[config.mk]
export PLATFORM = sky130hd
export DESIGN_NAME = jk_excite_seq
export DESIGN_NICKNAME = d
export VERILOG_FILES = /design/src/rtl/jk_excite_seq.sv
export SDC_FILE = /design/constraint.sdc
export NUM_CORES = 1
export LEC_CHECK = 0
export ABC_AREA = 1
export CELL_PAD_IN_SITES_DETAIL_PLACEMENT = 2
export CELL_PAD_IN_SITES_GLOBAL_PLACEMENT = 2
export CORE_MARGIN = 1.5
export CORE_UTILIZATION = 34
export CTS_CLUSTER_SIZE = 40
export DETAILED_ROUTE_END_ITERATION = 10
export DONT_BUFFER_PORTS = 1
export HOLD_SLACK_MARGIN = 0.02
export PLACE_DENSITY = 0.88
export SLEW_MARGIN = 20
export SYNTH_ARGS = -nofsm -noshare
export SYNTH_HDL_FRONTEND = slang
export SYNTH_SLANG_ARGS = --single-unit
[constraint.sdc]
create_clock -name clk -period 1.62 [get_ports clk]
set_input_delay 0.243 -clock clk [delete_from_list [all_inputs] [get_ports clk]]
set_output_delay 0.243 -clock clk [all_outputs]
set_load 0.03 [all_outputs]
[src/rtl/jk_excite_seq.sv]
// jk_excite_seq: steers an internal JK register bank to a requested target word using
// excitation-table J/K values. Optional macro JK_TOGGLE_EXCITE_EN: changing bits use J=K=1.
module jk_excite_seq #(
    parameter int WIDTH  = 4,
    parameter int SERIAL = 0
) (
    input  logic             clk,
    input  logic             rst,
    input  logic             tgt_valid,
    input  logic [WIDTH-1:0] tgt_data,
    output logic             tgt_ready,
    output logic [WIDTH-1:0] j_out,
    output logic [WIDTH-1:0] k_out,
    output logic [WIDTH-1:0] q,
    output logic             busy,
    output logic             done,
    output logic             mismatch,
    output logic [1:0]       fsm_state
);
    localparam int IDXW = (WIDTH > 1) ? $clog2(WIDTH) : 1;

    typedef enum logic [1:0] {
        IDLE   = 2'd0,
        EXCITE = 2'd1,
        CHECK  = 2'd2
    } state_t;

    state_t           state, state_nxt;
    logic [WIDTH-1:0] target;
    logic [IDXW-1:0]  idx, idx_nxt;
    logic             accept;
    logic             last_excite;
    logic [WIDTH-1:0] diff, sel, j_raw, k_raw;

    // tgt_valid/tgt_ready: a target transfers on a rising clk edge where both are high;
    // while tgt_ready is low, tgt_valid and tgt_data are ignored and may change freely.
    assign tgt_ready = (state == IDLE) && !rst;
    assign fsm_state = state;

    always_comb begin
        diff = q ^ target;
`ifdef JK_TOGGLE_EXCITE_EN
        j_raw = diff;
        k_raw = diff;
`else
        j_raw = target & diff;
        k_raw = q & diff;
`endif
        // Serial mode drives only the bit addressed by idx; the rest stay in hold.
        sel = (SERIAL != 0) ? (WIDTH'(1) << idx) : '1;
    end

    always_comb begin
        state_nxt   = state;
        idx_nxt     = idx;
        accept      = 1'b0;
        busy        = 1'b0;
        done        = 1'b0;
        mismatch    = 1'b0;
        j_out       = '0;
        k_out       = '0;
        last_excite = (SERIAL == 0) || (idx == IDXW'(WIDTH - 1));
        case (state)
            IDLE: begin
                accept = tgt_valid;
                if (accept) begin
                    state_nxt = EXCITE;
                    idx_nxt   = '0;
                end
            end
            EXCITE: begin
                busy  = 1'b1;
                j_out = j_raw & sel;
                k_out = k_raw & sel;
                if (last_excite) begin
                    state_nxt = CHECK;
                    idx_nxt   = '0;
                end else begin
                    idx_nxt = idx + 1'b1;
                end
            end
            CHECK: begin
                busy      = 1'b1;
                done      = 1'b1;
                mismatch  = (q != target);
                state_nxt = IDLE;
            end
            default: state_nxt = IDLE;
        endcase
    end

    always_ff @(posedge clk or posedge rst) begin
        if (rst) begin
            state  <= IDLE;
            idx    <= '0;
            target <= '0;
            q      <= '0;
        end else begin
            state <= state_nxt;
            idx   <= idx_nxt;
            if (accept) begin
                target <= tgt_data;
            end
            // The bank sees nothing but j_out/k_out, exactly like discrete JK flops.
            for (int i = 0; i < WIDTH; i++) begin
                q[i] <= j_out[i] ? (k_out[i] ? ~q[i] : 1'b1) : (k_out[i] ? 1'b0 : q[i]);
            end
        end
    end
endmodule

==> results of run 1 <==
kinds of logic (layout without fill, tap and decap cells):
logic type / Yosys count / count (layout) / share of synthesized area
AND/OR/NAND/NOR: 37 / 37 / 0.220
buffers and inverters: 24 / 38 / 0.147
adder cells (fa/ha/maj): 12 / 12 / 0.226
flip-flops: 10 / 10 / 0.377
AO/OA/AOI/OAI: 4 / 4 / 0.0301
stage by stage:
stage | util | setup WS (ns) | total power [mW] | setup TNS, ns | area (sq um)
after floorplan | - | 0.000718 | 1.33 | 0 | 667
after global placement | 0.425 | 0.236 | 1.61 | 0 | 758
after detailed placement | 0.425 | 0.117 | 1.71 | 0 | 758
after CTS | 0.466 | 0.00206 | 2.03 | 0 | 831
after global routing | 0.466 | -0.0168 | 2.16 | -0.0223 | 831
final | 0.466 | 0.0399 | 2.00 | 0 | 831
placed cells by master (no fill, tap or decap), drive strengths merged:
cell type	instances
buf	11
clkbuf	4
dfrtp	10
dlygate4sd3	1
ha	12
inv	22
nand2	28
nand3	6
nor2	3
o21ai	4
per-layer routing:
layer,global-route usage,up-vias
met5,0,-
met4,0.0778,0
met3,0.0846,6
met2,0.400,21
met1,0.155,277
li1,-,281
path summary, 6_finish.rpt:
path,from,endpoint,slack (ns),depth (start not counted)
worst max-delay path,q[2],mismatch,0.04,6
worst min-delay path,tgt_data[2],target[2],0.09,2
worst max register to register,fsm_state[1],fsm_state[0],0.43,6
worst min register to register,target[2],target[2],0.52,2
max in group asynchronous,rst,q[0],0.93,2
min in group asynchronous,rst,fsm_state[0],0.39,2
state kept, by name (all words and copies together), names as in the netlist:
register	cells
q	4
target	4
fsm_state	2
power groups by stage:
stage | clock network [mW] | registers [mW] | logic [mW]
after global routing | 0.255 | 0.472 | 1.43
after floorplan | 0 | 0.618 | 0.717
final | 0.241 | 0.455 | 1.31
after detailed placement | 0 | 0.465 | 1.24
after CTS | 0.247 | 0.456 | 1.33
after global placement | 0 | 0.452 | 1.15
timing repair:
action | 4_1_cts | 5_1_grt
gates resized for setup | 8 | 1
buffers inserted | 1 | 0
pin swaps | 1 | 1
hold buffers | 1 | 0
hold endpoints to repair | 10 | 0
endpoints found under the setup margin | 10 | 6
final cells by class:
type / instances / area [sq um]
flip-flops and latches: 10 / 250
multi-input cells: 53 / 334
fillers: 218 / 952
inverters: 22 / 82.6
repair buffers: 12 / 96.3
well taps: 25 / 31.3
clock buffers: 4 / 36.3
==> flow_summary.yaml, run 1 <==
critical_path:
  cp-start-kind: "flip-flop"
  critical_path_class: "flip-flop to output pin"
  crit_buf_inv: 2
  cp.required_ns: 1.38
  cpPeakStageDelay_ns: 0.37
  cp_slowest_cell: "dfrtp_1"
  worstSetupEndpointType: "output pin"
  cp_max_fo: 2
  path_delay_family: "flip-flops"
  crit_arrival_ns: 1.34
  worstPathCellList: "inv_1 > ha_1 > nand2_1 > nor2_1 > nor2_2 > buf_6"
sta:
  fin_crit_ns: 1.58
  fin_hold_ws_ns: 0.0898
  slew_headroom: 0.720
  skew_ns: 0.00845
  fmax_mhz: 633
  max_slew.worst_pin.slew_ns: 0.420
  post-route-period-util: 0.975
  final-hold-violation-count: 0
  maxSlewViolCount: 0
  rsz0062_at_grt: "yes"
  setup_violations: 0
power_and_ir_drop:
  power.share.clock: 0.120
  p_sw_mw: 1.07
  seqPwrFrac: 0.227
  p_leak_nw: 0.506
  p_comb_frac: 0.653
  p_sw_frac: 0.533
  p_int_mw: 0.936
  cellPowerDensity_mw_per_mm2: 2410
  vdd_drop_max_uv: 961
routing:
  vias_per_cell: 4.64
  met2_wirelength_mm: 1.01
  wl_met1_um: 651
  initialDrtViolationCount: 9
  ant_nets: 0
  dr.pass1.iters: 4
  drcViolationCount: 0
  route.top_layer_used: "met4"
  routed-via-count: 585
  wl_met3_um: 115
  wl_mm: 1.81
  routedWlPerCell_um: 14.3
cts:
  clk_latency_ns: 0.28
  htree_levels: 1
  cts_root_buf: "clkbuf_4"
  clockBufferDepth: 2
  cts_made_buffers: 3
  cts_tree: "built"
  clk_pin_slew_ns: 0.08
  clock_sinks: 10
synth:
  synth_edf_count: 0
  synth_ff_type: "dfrtp_1"
  synth_area_sq_um: 664
  synth_top_area_frac: 0.377
  yosys_register_bits: 10
  yosys.area.top_type: "dfrtp_1"
  synthTopCellsByCount: "nand2_1 (28), inv_1 (21), ha_1 (12)"
  synth_cell_types: 9
  synthTopCellsByArea: "dfrtp_1 (38%), ha_1 (23%), nand2_1 (16%)"
  synth.most_common_cell: "nand2_1"
  avgSynthCellArea_sq_um: 7.64
  ys_async_sr_fraction: 1.00
  syn_inst: 87
  syn_nets: 106
  yosys_warnings: 0
  seq_area_frac_synth: 0.377
run_status:
  status: "completed"
global_routing:
  grt_max_degree: 11
  grtUsageTotal: 0.195
  overflow: 0
  grt_first_pass_wirelength_mm: 2.79
  grt_pass1_vias: 642
  grt_antenna_before_repair: 0
cells_and_area:
  nNetsFinal: 121
  area_growth_pct: 25.0
  antenna_cells: 0
  drive_gt1_frac: 0.238
  finalNonFillerCells: 126
die:
  rows: 15
  die_w_um: 47.2
  ioPinCount: 25
  coreArea_sq_mm: 0.00178
  die_y_um: 47.2
  initial_core_util: 0.373
  die-area_sq_mm: 0.00223
place:
  io_buffers: 0
  dpl.hpwl_mm: 1.50
  dpl.cell_count: 120
  routabilityCongestion: 0.725
worst_hold_path:
  hold_class: "input port to flip-flop"
run:
  drv_cap: 0
(Power assumes the default switching activity.)
==> run 2: changes to the inputs <==
Settings changed: PLACE_DENSITY 0.88 to 0.81.
==> run 2 against run 1 <==
  * Sequential power is 1% higher
  * Sequential cell count stayed put
  * Hold slack improved by 0.014 ns
  * Sequential share of layout area rose by 0.14 points
  * Clock skew is 0.0046 ns lower
  * Die area did not move
  * Setup slack better by 0.012 ns
  * Largest cell class unchanged
  * Routed wire length shrank 6.1%
  * Design area shrank 0.45%
  * Critical path type unchanged
  * Register-to-register slack got worse by 0.07 ns
==> flow_summary.yaml, run 2 (synthesized netlist as in run 1, its figures left out) <==
sta:
  slew_headroom: 0.718
  fin_hold_ws_ns: 0.104
  fin_crit_ns: 1.57
  skew_ns: 0.00388
  rsz0062_at_grt: "yes"
  fmax_mhz: 638
  setup_violations: 0
  final-hold-violation-count: 0
  max_slew.worst_pin.slew_ns: 0.423
  maxSlewViolCount: 0
  finalSetupTns_ns: 0
  post-route-period-util: 0.968
critical_path:
  cp-start-kind: "flip-flop"
  cp_max_fo: 3
  worstSetupEndpointType: "output pin"
  crit_buf_inv: 1
  critical_path_class: "flip-flop to output pin"
  cpPeakStageDelay_ns: 0.40
  cp_slowest_cell: "dfrtp_1"
  worstPathCellList: "ha_1 > nand2_1 > nor2_2 > nor2_2 > buf_6"
  path_delay_family: "flip-flops"
  worst_path_most_repeated_cell: "nor2_2"
  cp.required_ns: 1.38
  crit_arrival_ns: 1.33
cells_and_area:
  area_growth_pct: 24.5
  drive_gt1_frac: 0.287
  final_cell_mix: "nand2_1 (28), inv_1 (12), buf_4 (11)"
  fin_util: 0.464
  antenna_cells: 0
  mostFrequentLayoutCell: "nand2_1"
  nNetsFinal: 122
  fill_cells: 218
  finalNonFillerCells: 126
place:
  routabilityCongestion: 0.790
  io_buffers: 0
  dpl.hpwl_mm: 1.35
  dpl.cell_count: 120
routing:
  drcViolationCount: 0
  vias_per_cell: 4.59
  initialDrtViolationCount: 5
  routedWlPerCell_um: 13.5
  routed-via-count: 578
  wl_mm: 1.70
  ant_nets: 0
  dr.pass1.iters: 2
power_and_ir_drop:
  cellPowerDensity_mw_per_mm2: 2340
  p_leak_nw: 0.494
  vdd_drop_max_uv: 988
die:
  die_w_um: 47.2
  ioPinCount: 25
  initial_core_util: 0.373
  coreArea_sq_mm: 0.00178
  die_y_um: 47.2
  die-area_sq_mm: 0.00223
  rows: 15
cts:
  clockBufferDepth: 2
  clk_pin_slew_ns: 0.06
  cts_made_buffers: 3
  clock_sinks: 10
  htree_levels: 1
  cts_root_buf: "clkbuf_4"
  cts_tree: "built"
  clk_latency_ns: 0.27
worst_hold_path:
  hold_class: "input port to flip-flop"
global_routing:
  grt_pass1_vias: 642
  grt_use_met2: 0.334
  use_met1: 0.184
  use_met3: 0.0615
  grt-busiest-layer: "met2"
  grt_first_pass_wirelength_mm: 2.65
  grt_max_degree: 11
  overflow: 0
  grtUsageTotal: 0.177
  grt_antenna_before_repair: 0
run_status:
  status: "completed"
run:
  drv_cap: 0
## run 2: area by class of cell
cell class	instances	area, sq um	area share
inverters	22	82.6	0.0998
repair buffers	13	104	0.126
multi-input cells	53	337	0.407
well taps	25	31.3	0.0378
flip-flops and latches	10	250	0.303
clock buffers	3	22.5	0.0272
## run 2: timing repair
action | CTS | global route
hold buffers | 1 | 0
endpoints found under the hold margin | 10 | 0
endpoints found under the setup margin | 8 | 10
setup buffers | 0 | 2
resized for setup | 9 | 5
pin swaps | 0 | 3
## run 2: worst paths after layout
kind | from | to | slack (ns) | cells after the start
worst max-delay path | target[2] | mismatch | 0.05 | 5
worst min-delay path | tgt_data[2] | target[2] | 0.10 | 2
worst max register to register | fsm_state[1] | target[3] | 0.36 | 6
worst min register to register | target[2] | target[2] | 0.52 | 2
max in group asynchronous | rst | target[0] | 0.92 | 2
min in group asynchronous | rst | q[2] | 0.40 | 2
## run 2: routing by layer
metal / share of wire / wire (um)
met3: 0.055 / 93
met2: 0.53 / 908
met5: 0 / 0
met4: 0.010 / 17
met1: 0.40 / 679
## run 2: per-stage QoR
| step | instance area, sq um | power [mW] | setup slack (ns) |
|---|---|---|---|
| 5_1_grt | 827 | 2.11 | -0.0382 |
| 3_5_place_dp | 758 | 1.67 | 0.114 |
| 3_3_place_gp | 758 | 1.61 | 0.231 |
| 6_report | 827 | 1.93 | 0.0516 |
| 4_1_cts | 793 | 1.87 | 0.000257 |
| 2_1_floorplan | 667 | 1.33 | 0.000718 |
## run 2: power by group
part,internal (mW),switching (mW),total [mW]
registers,0.371,0.0902,0.461
logic,0.437,0.863,1.30
clock network,0.0859,0.0877,0.174
total,0.893,1.04,1.93
